### config.mk
export PLATFORM = sky130hd
export DESIGN_NAME = bit_count_engine
export DESIGN_NICKNAME = d
export VERILOG_FILES = /design/src/rtl/bit_count_pkg.sv /design/src/rtl/step_popcount.sv /design/src/rtl/bit_count_engine.sv
export SDC_FILE = /design/constraint.sdc
export NUM_CORES = 1
export LEC_CHECK = 0
export BUFFER_PORTS_ARGS = -buffer_cell sky130_fd_sc_hd__buf_2
export CELL_PAD_IN_SITES_DETAIL_PLACEMENT = 2
export CELL_PAD_IN_SITES_GLOBAL_PLACEMENT = 2
export CORE_MARGIN = 3
export CORE_UTILIZATION = 33
export DETAILED_ROUTE_END_ITERATION = 8
export HOLD_SLACK_MARGIN = 0.03
export PLACE_DENSITY_LB_ADDON = 0.25
export SETUP_SLACK_MARGIN = 0.2
export SLEW_MARGIN = 20
export SYNTH_ARGS = -nofsm -noshare
export SYNTH_HDL_FRONTEND = slang
export SYNTH_SLANG_ARGS = --single-unit
### constraint.sdc
create_clock -name clk -period 2.1 [get_ports clk]
set_input_delay 0.315 -clock clk [delete_from_list [all_inputs] [get_ports clk]]
set_output_delay 0.315 -clock clk [all_outputs]
set_load 0.005 [all_outputs]
### src/rtl/bit_count_pkg.sv
// Shared types for the bit counting engine: controller states and count modes.
package bit_count_pkg;

  typedef enum logic [1:0] {
    S_IDLE,
    S_COUNT,
    S_DONE
  } state_t;

  typedef enum logic {
    MODE_ONES  = 1'b0,
    MODE_ZEROS = 1'b1
  } mode_t;

endpackage

### src/rtl/step_popcount.sv
// Combinational popcount of one STEP-bit chunk of the shift register.
module step_popcount #(
  parameter int STEP = 1,
  localparam int PW  = $clog2(STEP + 1)
) (
  input  logic [STEP-1:0] bits,
  output logic [PW-1:0]   count
);

  always_comb begin
    count = '0;
    for (int i = 0; i < STEP; i++) begin
      count = count + PW'(bits[i]);
    end
  end

endmodule

### src/rtl/bit_count_engine.sv
// Start/done bit counter, STEP bits per cycle; define
// BIT_COUNT_ENGINE_EARLY_EXIT_EN to stop once the remaining bits are zero.
module bit_count_engine
  import bit_count_pkg::*;
#(
  parameter int WIDTH = 8,
  parameter int STEP  = 1,
  localparam int RW   = $clog2(WIDTH + 1)
) (
  input  logic          clk,
  input  logic          reset,
  input  logic          start,
  input  logic [WIDTH-1:0] num,
  input  logic          mode,
  output logic [RW-1:0] result,
  output logic          done,
  output logic          busy
);

  localparam int NSTEPS = WIDTH / STEP;
  localparam int PW     = $clog2(STEP + 1);

  generate
    if (WIDTH < 1 || STEP < 1 || (WIDTH % STEP) != 0) begin : g_bad
      $error("bit_count_engine: WIDTH must be >=1 and a multiple of STEP");
    end
  endgenerate

  state_t           state;
  logic [WIDTH-1:0] a;
  logic [PW-1:0]    pc;
  logic             last;
  mode_t            mode_q;

  assign mode_q = mode_t'(mode);
  assign busy   = (state == S_COUNT);
  assign done   = (state == S_DONE);

  step_popcount #(.STEP(STEP)) u_pop (
    .bits  (a[STEP-1:0]),
    .count (pc)
  );

`ifdef BIT_COUNT_ENGINE_EARLY_EXIT_EN
  always_comb begin
    last = ((a >> STEP) == '0);
  end
`else
  localparam int CW = (NSTEPS > 1) ? $clog2(NSTEPS) : 1;

  logic [CW-1:0] cnt;

  always_ff @(posedge clk) begin
    if (reset || state != S_COUNT) begin
      cnt <= '0;
    end else begin
      cnt <= cnt + 1'b1;
    end
  end

  always_comb begin
    last = (cnt == CW'(NSTEPS - 1));
  end
`endif

  always_ff @(posedge clk) begin
    if (reset) begin
      state <= S_IDLE;
    end else begin
      unique case (state)
        S_IDLE:  if (start) state <= S_COUNT;
        S_COUNT: if (last) state <= S_DONE;
        S_DONE:  if (!start) state <= S_IDLE;
        default: state <= S_IDLE;
      endcase
    end
  end

  always_ff @(posedge clk) begin
    if (reset) begin
      a      <= '0;
      result <= '0;
    end else begin
      unique case (state)
        S_IDLE: begin
          if (start) begin
            a      <= num ^ {WIDTH{mode_q == MODE_ZEROS}};
            result <= '0;
          end
        end
        S_COUNT: begin
          a      <= a >> STEP;
          result <= result + RW'(pc);
        end
        default: begin
        end
      endcase
    end
  end

endmodule

After elaboration in Yosys (flattened, before gate mapping)
Cells that the tools add are included.
{"block": "totals", "wordCells": 27, "n_memories": 0, "latch_bits": 0, "reg_bits": 17, "inputBits": 12, "romBits": 0, "output_inout_bits": 6, "ramBits": 0}
{"block": "op_classes", "multipliers": 0, "n_mux": 8, "eq_ne": 7, "n_bitwise": 1, "magnitude_cmp": 0, "n_div": 0, "shift": 0, "n_addsub": 2, "n_reduce_logical": 5}
{"op": "$pmux 8 s2", "count": 1}
{"op": "$mux 8", "count": 1}
{"op": "$pmux 4 s2", "count": 1}
{"op": "$xor 8x8->8", "count": 1}
{"op": "$mux 2", "count": 3}
{"op": "$pmux 2 s3", "count": 1}
{"op": "$add 4x1->4", "count": 1}
{"op": "$mux 4", "count": 1}
{"op": "$ne 2x1->1 const B", "count": 2}
{"op": "$ne 2x2->1 const B", "count": 2}
{"op": "$add 3x1->3 const B", "count": 1}
{"op": "$eq 3x3->1 const B", "count": 1}
{"op": "$reduce_and 3->1", "count": 1}
{"op": "$eq 2x1->1 const B", "count": 1}
{"op": "$eq 2x2->1 const B", "count": 1}
{"op": "$logic_not 2->1", "count": 1}
{"op": "$reduce_and 2->1", "count": 1}
{"op": "$reduce_bool 2->1", "count": 1}
{"op": "$logic_or 1x1->1", "count": 1}

Depth between registers and ports, before layout
Gate-level depths: netlist of the first run.
{"block": "logic_depth", "depth_word": 3, "ltp_mapped": 5, "depth_no_buf": 5}

Hierarchy
Synthesis of the first run repeated with hierarchy kept, for this count alone.
{"block": "hier_totals", "hier_cells": 80, "area_unflattened_um2": 784.5}
{"module": "bit_count_engine", "instances": 1, "area_per_inst_um2": 777.0, "cells_each": 79, "seq_area_each_um2": 340.3}
{"module": "step_popcount", "instances": 1, "area_per_inst_um2": 7.5, "cells_each": 1, "seq_area_each_um2": 0.0}

Least setup slack after synthesis of the first run
OpenSTA, ideal clock, no wires.
{"block": "synth_path", "path_kind": "register to register", "startpoint": "reg result[0]", "endpoint": "reg result[3]", "slack_ps": 989, "n_path_buf": 0, "synth_period_minus_slack_ps": 1111, "arrival_time_ps": 1037, "path_stages_with_launch": 5, "setup_time_ps": 74, "t_required_ps": 2026, "path_cell_list": "dfxtp_1 ha_1 nand3_1 or3_1 a31oi_1"}
{"block": "synth_between", "elab_chain_len": 2}
{"element": "start: declaration", "line": "bit_count_engine.sv:15", "source": "output logic [RW-1:0] result,"}
{"element": "start signal: assignment", "line": "bit_count_engine.sv:93", "source": "result <= result + RW'(pc);"}
{"element": "$add 4x1->4", "line": "bit_count_engine.sv:93"}
{"element": "$pmux 4 s2", "line": "bit_count_engine.sv:84", "source": "unique case (state)"}
Every way passes these cells.
A chain may end at the register's enable or synchronous reset.

Worst setup path after layout of the first run
{"block": "layout_path", "startpoint": "reg state[0]", "endpoint": "out busy"}
{"block": "layout_between", "elab_chain_len": 1}
{"element": "start: declaration", "line": "bit_count_engine.sv:29", "source": "state_t state;"}
{"element": "start signal: assignment", "line": "bit_count_engine.sv:68", "source": "state <= S_IDLE;"}
{"element": "start signal: assignment", "line": "bit_count_engine.sv:71", "source": "S_IDLE: if (start) state <= S_COUNT;"}
{"element": "start signal: assignment", "line": "bit_count_engine.sv:72", "source": "S_COUNT: if (last) state <= S_DONE;"}
{"element": "$eq 2x1->1", "line": "bit_count_engine.sv:36", "source": "assign busy = (state == S_COUNT);"}
{"element": "end: declaration", "line": "bit_count_engine.sv:17", "source": "output logic busy"}
Every way passes these cells.

==> impl_metrics.py, run 1 <==
metrics = {
    "run_status": {
        "status": "completed",
    },
    "clocking": {
        "path_clk_slew_ps": 90,
        "insertion_delay_ps": 280,
        "cts_made_buffers": 3,
        "postCtsSetupRepairBufs": 0,
        "cts_root_buffer": "clkbuf_4",
        "clock_sinks": 17,
        "cts.repair.resized": 0,
        "clk_path_buf_depth": 2,
        "cts_max_level": 1,
        "hold_buffers": 0,
        "tritoncts": "built",
    },
    "floorplanning": {
        "rows": 16,
        "fp.coreArea_um2": 2100,
        "die_w_um": 54.5,
        "fp.dieArea_um2": 2970,
        "ios": 18,
        "die_h_um": 54.5,
        "start_util": 0.370,
    },
    "synth": {
        "synthSimpleGateAreaFrac": 0.137,
        "synth_mux_area_frac": 0,
        "synth_area_um2": 777,
        "synthArstFlopShare": 0,
        "syn-num-nets": 95,
        "ys_warn_count": 0,
        "synthTopCellsByArea": "dfxtp_1, a22oi_1, xnor2_1, ha_1, o22ai_1",
        "synth_top_family_by_area": "compound AO/OA/AOI/OAI gates",
        "synth_xor_area_frac": 0.0902,
        "synth_top_area_share": 0.438,
        "syn_area_per_cell_um2": 9.84,
        "yosysUniqueCellTypes": 23,
        "ys_seq_area_frac": 0.438,
        "ys_ff_latch": 17,
        "synth-main-ff-cell": "dfxtp_1",
        "yosysTopAreaCell": "dfxtp_1",
        "synth_edf_count": 0,
        "synthAdderAreaFrac": 0.0644,
        "synth_compound_area_frac": 0.196,
        "synth_cells": 79,
    },
    "worst_setup_path": {
        "path_buf_inv": 2,
        "start_kind": "flip-flop",
        "cpMaxStageDelayCell": "dfxtp_1",
        "cp_top_family": "buffers and inverters",
        "cp-end-kind": "primary output",
        "crit_chain": "nand2b_2 -> inv_1 -> buf_2",
        "cp_slowest_stage_delay_ps": 480,
        "required_ps": 1780,
        "cp_max_fo": 12,
        "ff2ff_setup_slack_ps": 760,
        "critical_path_class": "flip-flop to primary output",
        "cp.arrival_ps": 1400,
    },
    "timing": {
        "finalMaxSlewViolations": 0,
        "post-route-min-period_ps": 1720,
        "min_period_over_period": 0.818,
        "clock_skew_ps": 3.96,
        "worst_pin_slew_ps": 386,
        "timing.hold.ws_ps": 312,
        "setup_tns_ps": 0,
        "final-hold-violation-count": 0,
        "relSlewSlack": 0.742,
        "rsz0062_at_grt": "no",
        "fmax_mhz": 582,
        "finalSetupViolations": 0,
    },
    "final_layout": {
        "areaGrowthSynthToFinish_pct": 13.7,
        "drive_gt1_frac": 0.229,
        "stdcell_count": 123,
        "finalNetCount": 113,
        "layout_common_cells": "dfxtp_1, buf_2, a22oi_1",
        "diodes": 0,
        "final_util": 0.420,
    },
    "pwr": {
        "seqPwrFrac": 0.580,
        "vdd_drop_max_uv": 276,
        "combPwrFrac": 0.135,
        "power_switching_w": 0.000154,
        "clkPwrFrac": 0.285,
        "leakage_nw": 0.357,
        "power_density_nw_per_um2": 683,
        "power.internal_w": 0.000449,
        "swShare": 0.256,
    },
    "grt": {
        "grt_pass1_wl_mm": 2.89,
        "grt_max_degree": 19,
        "overflow": 0,
        "grt_pass1_vias": 654,
        "antenna_found_initial": 0,
        "grt_use_total": 0.141,
    },
    "route": {
        "viasPerCell": 5.32,
        "drtIter0Drc": 4,
        "routed_wl_mm": 1.79,
        "drcViolationCount": 0,
        "ant_nets": 0,
        "wl_per_cell_um": 14.6,
        "dr_total_vias": 654,
        "dr.pass1.iters": 2,
    },
    "place": {
        "placed_cells": 119,
        "port_buffers": 17,
        "dp_hpwl_mm": 1.35,
        "place_congestion": 0.687,
    },
    "job": {
        "cap_violations": 0,
    },
    "hold_path": {
        "hp-class": "input port to flip-flop",
    },
}
==> registers in the layout, indices dropped and copies added (netlist names) <==
signal	cells
result	4
cnt	3
a	8
state	2
==> cell usage after synthesis (all sizes together) (3+ instances only) <==
| cell | n |
|---|---|
| inv | 3 |
| nand2 | 3 |
| o22ai | 7 |
| buf | 4 |
| a22oi | 10 |
| xnor2 | 7 |
| nor2 | 6 |
| dfxtp | 17 |
| ha | 4 |
==> worst paths after layout <==
check | cells after the start | to | start
max | 3 | busy | state[0]
min | 3 | a[6] | num[6]
max reg2reg | 4 | a[0] | state[0]
min reg2reg | 1 | cnt[0] | cnt[0]
==> power groups by stage <==
stage          Sequential (W)  Clock (W)  Combinational [W]
2_1_floorplan        0.000354          0          0.0000632
3_3_place_gp         0.000356          0          0.0000787
4_1_cts              0.000350   0.000183          0.0000838
6_report             0.000350   0.000172          0.0000816
3_5_place_dp         0.000357          0          0.0000828
5_1_grt              0.000352   0.000189          0.0000921
==> cell type report <==
class                           instances  area [µm²]
Sequential cell                        17         340
Multi-Input combinational cell         54         379
Tap cell                               27        33.8
Fill cell                             247        1220
Clock buffer                            4        26.3
Timing Repair Buffer                   18        92.6
Inverter                                3        11.3
==> worst min-delay path, delay by kind of cell <==
family / cells / cell delay [ps]
AOI/OAI and AO/OA: 1 / 100
xor gates and xnor gates: 1 / 50
buffers and inverters: 1 / 80
==> metal layers <==
layer	wire length (µm)	global-route usage	up-vias
met1	771	0.156	319
li1	-	-	322
met4	10	0.0622	0
met2	936	0.259	11
met3	71	0.0245	2
met5	0	0	-
==> cells by family after synthesis <==
family / Yosys count
adders and majority gates: 4
xor gates and xnor gates: 8
AOI/OAI and AO/OA: 22
and+or+nand+nor: 20
DFF: 17
buffers and inverters: 8
==> per-stage QoR <==
step	worst slack (ps)	total power [W]	cell area, µm²
6_report	381	0.000603	883
5_1_grt	277	0.000633	883
4_1_cts	347	0.000616	883
3_5_place_dp	683	0.000440	857
3_3_place_gp	763	0.000434	857
2_1_floorplan	989	0.000417	777
(Power assumes the default switching activity.)
==> run 2: changes to the inputs <==
--- a/config.mk
+++ b/config.mk
@@ -9,7 +9,7 @@
 export CELL_PAD_IN_SITES_DETAIL_PLACEMENT = 2
 export CELL_PAD_IN_SITES_GLOBAL_PLACEMENT = 2
 export CORE_MARGIN = 3
-export CORE_UTILIZATION = 33
+export CORE_UTILIZATION = 28
 export DETAILED_ROUTE_END_ITERATION = 8
 export HOLD_SLACK_MARGIN = 0.03
 export PLACE_DENSITY_LB_ADDON = 0.25
==> constraint.sdc (replaced) <==
create_clock -name clk -period 1.58 [get_ports clk]
set_input_delay 0.237 -clock clk [delete_from_list [all_inputs] [get_ports clk]]
set_output_delay 0.237 -clock clk [all_outputs]
set_load 0.005 [all_outputs]
==> run 2 against run 1 <==
  * First-iteration DRC count rose by 50%
  * Sequential share of layout area shrank 2.0 points
  * Global-route usage shrank 1.5 points
  * Critical endpoint unchanged
  * Worst hold slack got worse by 87 ps
  * Cell area up 7.1%
  * Final cell count is 7.3% higher
  * Core utilization shrank 5.2 points
  * Non-clock buffer count increased by 6
  * Wire length is 8.0% higher
==> impl_metrics.py, run 2 (same netlist as run 1, synthesis figures left out) <==
metrics = {
    "worst_setup_path": {
        "cpMaxStageDelayCell": "dfxtp_4",
        "critical_path_class": "flip-flop to primary output",
        "start_kind": "flip-flop",
        "ff2ff_setup_slack_ps": 350,
        "crit_chain": "nand2b_4 -> clkinvlp_4 -> buf_2",
        "cp_max_fo": 5,
        "crit_path_start": "state[1]",
        "required_ps": 1340,
        "cp.arrival_ps": 1060,
        "cp_slowest_stage_delay_ps": 380,
        "cp-end-kind": "primary output",
        "cp_top_family": "flip-flops",
        "rr_startpoint": "result[0]",
        "path_buf_inv": 2,
    },
    "timing": {
        "setup_tns_ps": 0,
        "rsz0062_at_grt": "no",
        "worst_pin_slew_ps": 248,
        "timing.hold.ws_ps": 224,
        "finalMaxSlewViolations": 0,
        "fmax_mhz": 773,
        "finalSetupViolations": 0,
        "final-hold-violation-count": 0,
        "setup_ws_ps": 287,
        "relSlewSlack": 0.834,
        "post-route-min-period_ps": 1290,
        "min_period_over_period": 0.819,
        "clock_skew_ps": 2.82,
    },
    "hold_path": {
        "hp-start": "num[5]",
        "hp-class": "input port to flip-flop",
    },
    "pwr": {
        "power_density_nw_per_um2": 877,
        "power_switching_w": 0.000221,
        "seqPwrFrac": 0.559,
        "clkPwrFrac": 0.292,
        "swShare": 0.267,
        "power.internal_w": 0.000608,
        "leakage_nw": 0.381,
        "combPwrFrac": 0.149,
        "vdd_drop_max_uv": 282,
    },
    "job": {
        "cap_violations": 0,
    },
    "final_layout": {
        "finalNetCount": 119,
        "layout_common_cells": "buf_2, dfxtp_1, a22oi_1",
        "max_flop_register": "a",
        "final_util": 0.368,
        "drive_gt1_frac": 0.304,
        "diodes": 0,
        "reg.largest.list": "a x8, result x4, cnt x3",
        "areaGrowthSynthToFinish_pct": 21.7,
        "final_common_cell": "buf_2",
        "largest_reg_flops": 8,
    },
    "route": {
        "wl_per_cell_um": 14.6,
        "ant_nets": 0,
        "viasPerCell": 5.09,
        "drcViolationCount": 0,
        "dr.pass1.iters": 5,
        "dr_total_vias": 672,
        "routed_wl_mm": 1.93,
        "drtIter0Drc": 6,
    },
    "clocking": {
        "insertion_delay_ps": 290,
        "cts_root_buffer": "clkbuf_4",
        "clk_path_buf_depth": 2,
        "tritoncts": "built",
        "clock_sinks": 17,
        "hold_buffers": 0,
        "path_clk_slew_ps": 110,
        "cts_max_level": 1,
        "cts_made_buffers": 3,
    },
    "grt": {
        "grt_pass1_vias": 731,
        "overflow": 0,
        "grt_pass1_wl_mm": 3.22,
        "grt_max_degree": 13,
        "grt_use_total": 0.125,
        "antenna_found_initial": 0,
    },
    "floorplanning": {
        "start_util": 0.303,
        "fp.dieArea_um2": 3440,
        "fp.coreArea_um2": 2570,
        "die_w_um": 58.7,
        "die_h_um": 58.7,
        "rows": 18,
        "ios": 18,
    },
    "place": {
        "dp_slack_ps": 264,
        "dp_hpwl_mm": 1.41,
        "place_congestion": 0.730,
        "port_buffers": 17,
    },
    "run_status": {
        "status": "completed",
    },
}
run 2: timing repair:
action	in CTS	in global routing
endpoints found under the setup margin	1	2
setup buffers	1	3
resized for setup	3	2
run 2: cell type report:
type                            count  area, µm²
Clock buffer                        4       26.3
Fill cell                         302       1620
Inverter                            3       15.0
Multi-Input combinational cell     54        384
Sequential cell                    17        345
Tap cell                           30       37.5
Timing Repair Buffer               24        138
run 2: metal layers:
| metal | GRT usage | wire length (µm) | up-vias |
|---|---|---|---|
| li1 | - | - | 331 |
| met1 | 0.143 | 811 | 325 |
| met2 | 0.223 | 1030 | 14 |
| met3 | 0.0307 | 72 | 2 |
| met4 | 0.0485 | 19 | 0 |
| met5 | 0 | 0 | - |
run 2: worst paths after layout:
| kind | to | cells after the start |
|---|---|---|
| min reg2reg | cnt[0] | 1 |
| max | busy | 3 |
| max reg2reg | result[3] | 4 |
| min | a[5] | 3 |
run 2: per-stage QoR:
step           instances  instance area, µm²  total power (W)
6_report             132                 946         0.000829
5_1_grt              132                 946         0.000884
2_1_floorplan         79                 777         0.000554
3_5_place_dp         124                 876         0.000588
4_1_cts              129                 920         0.000843
3_3_place_gp         124                 876         0.000585
run 2: tightest hold or removal path, cell delays in order:
cell and delay [ps]:
buf_2 80, xnor2_1 50, o22ai_1 100
run 2: power by group through the flow:
stage	logic (W)	clock network, W	registers, W
global placement	0.000111	0	0.000474
detailed placement	0.000114	0	0.000474
CTS	0.000121	0.000257	0.000465
floorplan	0.0000840	0	0.000470
global route	0.000140	0.000277	0.000467
finish	0.000123	0.000242	0.000464
==> run 3: changes to the inputs <==
==> constraint.sdc (replaced) <==
create_clock -name clk -period 1.11 [get_ports clk]
set_input_delay 0.1665 -clock clk [delete_from_list [all_inputs] [get_ports clk]]
set_output_delay 0.1665 -clock clk [all_outputs]
set_load 0.005 [all_outputs]
==> run 3 against run 2 <==
  * The flow now finishes with violations (negative setup slack)
  * Largest power group unchanged
  * Sequential share of layout area shrank 7.4 points
  * Largest cell class unchanged
  * Highest routed layer unchanged
  * Core utilization grew 12 points
  * Cell area grew 31%
==> impl_metrics.py, run 3 (same netlist as run 1, synthesis figures left out) <==
metrics = {
    "clocking": {
        "clk_path_buf_depth": 2,
        "cts_max_level": 1,
        "path_clk_slew_ps": 110,
        "cts_made_buffers": 3,
        "insertion_delay_ps": 300,
        "clock_sinks": 17,
        "cts_root_buffer": "clkbuf_4",
        "tritoncts": "built",
    },
    "route": {
        "wl_per_cell_um": 17.2,
        "ant_nets": 0,
        "routed_wl_mm": 2.41,
        "drtIter0Drc": 23,
        "drcViolationCount": 0,
        "dr.pass1.iters": 4,
        "viasPerCell": 5.18,
        "dr_total_vias": 725,
    },
    "worst_setup_path": {
        "cp_max_fo": 4,
        "ff2ff_setup_slack_ps": -40,
        "start_kind": "flip-flop",
        "critical_path_class": "flip-flop to primary output",
        "crit_path_start": "state[1]",
        "reg2reg_to": "result[3]",
        "rr_startpoint": "a[0]",
        "endpoint": "busy",
        "r2r_cells": 4,
        "cp.arrival_ps": 1000,
        "required_ps": 940,
        "cp-end-kind": "primary output",
    },
    "floorplanning": {
        "ios": 18,
        "die_w_um": 58.7,
        "fp.coreArea_um2": 2570,
        "die_h_um": 58.7,
        "rows": 18,
        "fp.dieArea_um2": 3440,
        "start_util": 0.303,
    },
    "pwr": {
        "power_density_nw_per_um2": 1030,
        "leakage_nw": 0.457,
        "power.total_w": 0.00128,
        "vdd_drop_max_uv": 518,
    },
    "timing": {
        "post-route-min-period_ps": 1160,
        "clock_skew_ps": 2.44,
        "finalSetupViolations": 3,
        "setup_tns_ps": -98.0,
        "rsz0062_at_grt": "yes",
        "relSlewSlack": 0.817,
        "timing.hold.ws_ps": 140,
        "finalMaxSlewViolations": 0,
        "worst_pin_slew_ps": 274,
        "min_period_over_period": 1.05,
        "final-hold-violation-count": 0,
        "fmax_mhz": 861,
        "setup_ws_ps": -51.7,
    },
    "final_layout": {
        "design_area_um2": 1240,
        "areaGrowthSynthToFinish_pct": 59.9,
        "final_util": 0.484,
        "seq_area_um2": 362,
        "diodes": 0,
        "finalNetCount": 127,
        "reg.largest.list": "a x8, result x4, cnt x3",
        "multi_input_area_um2": 562,
        "fillerInstances": 258,
        "final_common_cell": "buf_2",
        "drive_gt1_frac": 0.645,
        "layout_common_cells": "buf_2, buf_4, a22oi_2",
        "largest_reg_flops": 8,
        "max_flop_register": "a",
    },
    "grt": {
        "antenna_found_initial": 0,
        "grt_pass1_wl_mm": 3.47,
        "grt_use_total": 0.132,
        "grt_max_degree": 13,
        "overflow": 0,
        "grt_pass1_vias": 732,
    },
    "job": {
        "cap_violations": 0,
    },
    "run_status": {
        "status": "complete, but fails checks",
        "violations": "negative setup slack",
    },
    "place": {
        "port_buffers": 17,
        "place_congestion": 0.691,
        "dp_hpwl_mm": 1.34,
        "dpl-instance-area_um2": 923,
    },
    "hold_path": {
        "whs_path_depth": 3,
        "hp-class": "input port to flip-flop",
    },
}
[run 3: cell count changes in the layout (fill, tap and decap cells not counted), sizes merged]
cell      change
clkinvlp      -1
inv           +1
clkinv        +1
buf           +7
clkbuf        -1
o21bai        +1
[run 3: metal layers]
metal  track usage  routed length (µm)  up-vias  part of all wire
met3        0.0329                  82        2             0.034
met1         0.172                1060      353              0.44
met5             0                   0        -                 0
met2         0.206                1250       17              0.52
met4        0.0583                  22        0            0.0091
li1              -                   -      353                 -
[run 3: worst min-delay path by stage]
stage | startpoint | end | slack [ps]
2_1_floorplan | num[6] | a[6] | 330
3_3_place_gp | cnt[0] | cnt[0] | 400
3_5_place_dp | cnt[0] | cnt[0] | 410
4_1_cts | num[6] | a[6] | 140
5_1_grt | num[5] | a[5] | 120
6_report | num[2] | a[2] | 140
[run 3: power by group]
group	total [W]	switching (W)	internal, W
registers	0.000670	0.0000352	0.000634
clock network	0.000361	0.000226	0.000134
logic	0.000252	0.000123	0.000129
[run 3: timing repair]
item | 4_1_cts | 5_1_grt
gates cloned | 0 | 1
hold endpoints to repair | 0 | 0
setup endpoints to repair | 21 | 23
pin swaps | 5 | 12
hold buffers | 0 | 0
resized for setup | 26 | 16
setup buffers | 8 | 5
[run 3: metrics by stage]
step,setup slack [ps],instances
CTS,-26.1,134
global placement,32.6,122
global route,-131,140
finish,-51.7,140
detailed placement,7.06,122
floorplan,76.4,79
[run 3: worst max-delay path, cell delays in order (launching register included)]
cell	delay (ps)
dfxtp_4	380
nand2b_4	170
inv_8	60
buf_6	80
[run 3: final cells by class]
class,count,share of cell area
Tap cell,30,0.0302
Timing Repair Buffer,31,0.189
Multi-Input combinational cell,55,0.452
Clock inverter,1,0.00403
Clock buffer,3,0.0181
Sequential cell,17,0.291
Inverter,3,0.0151
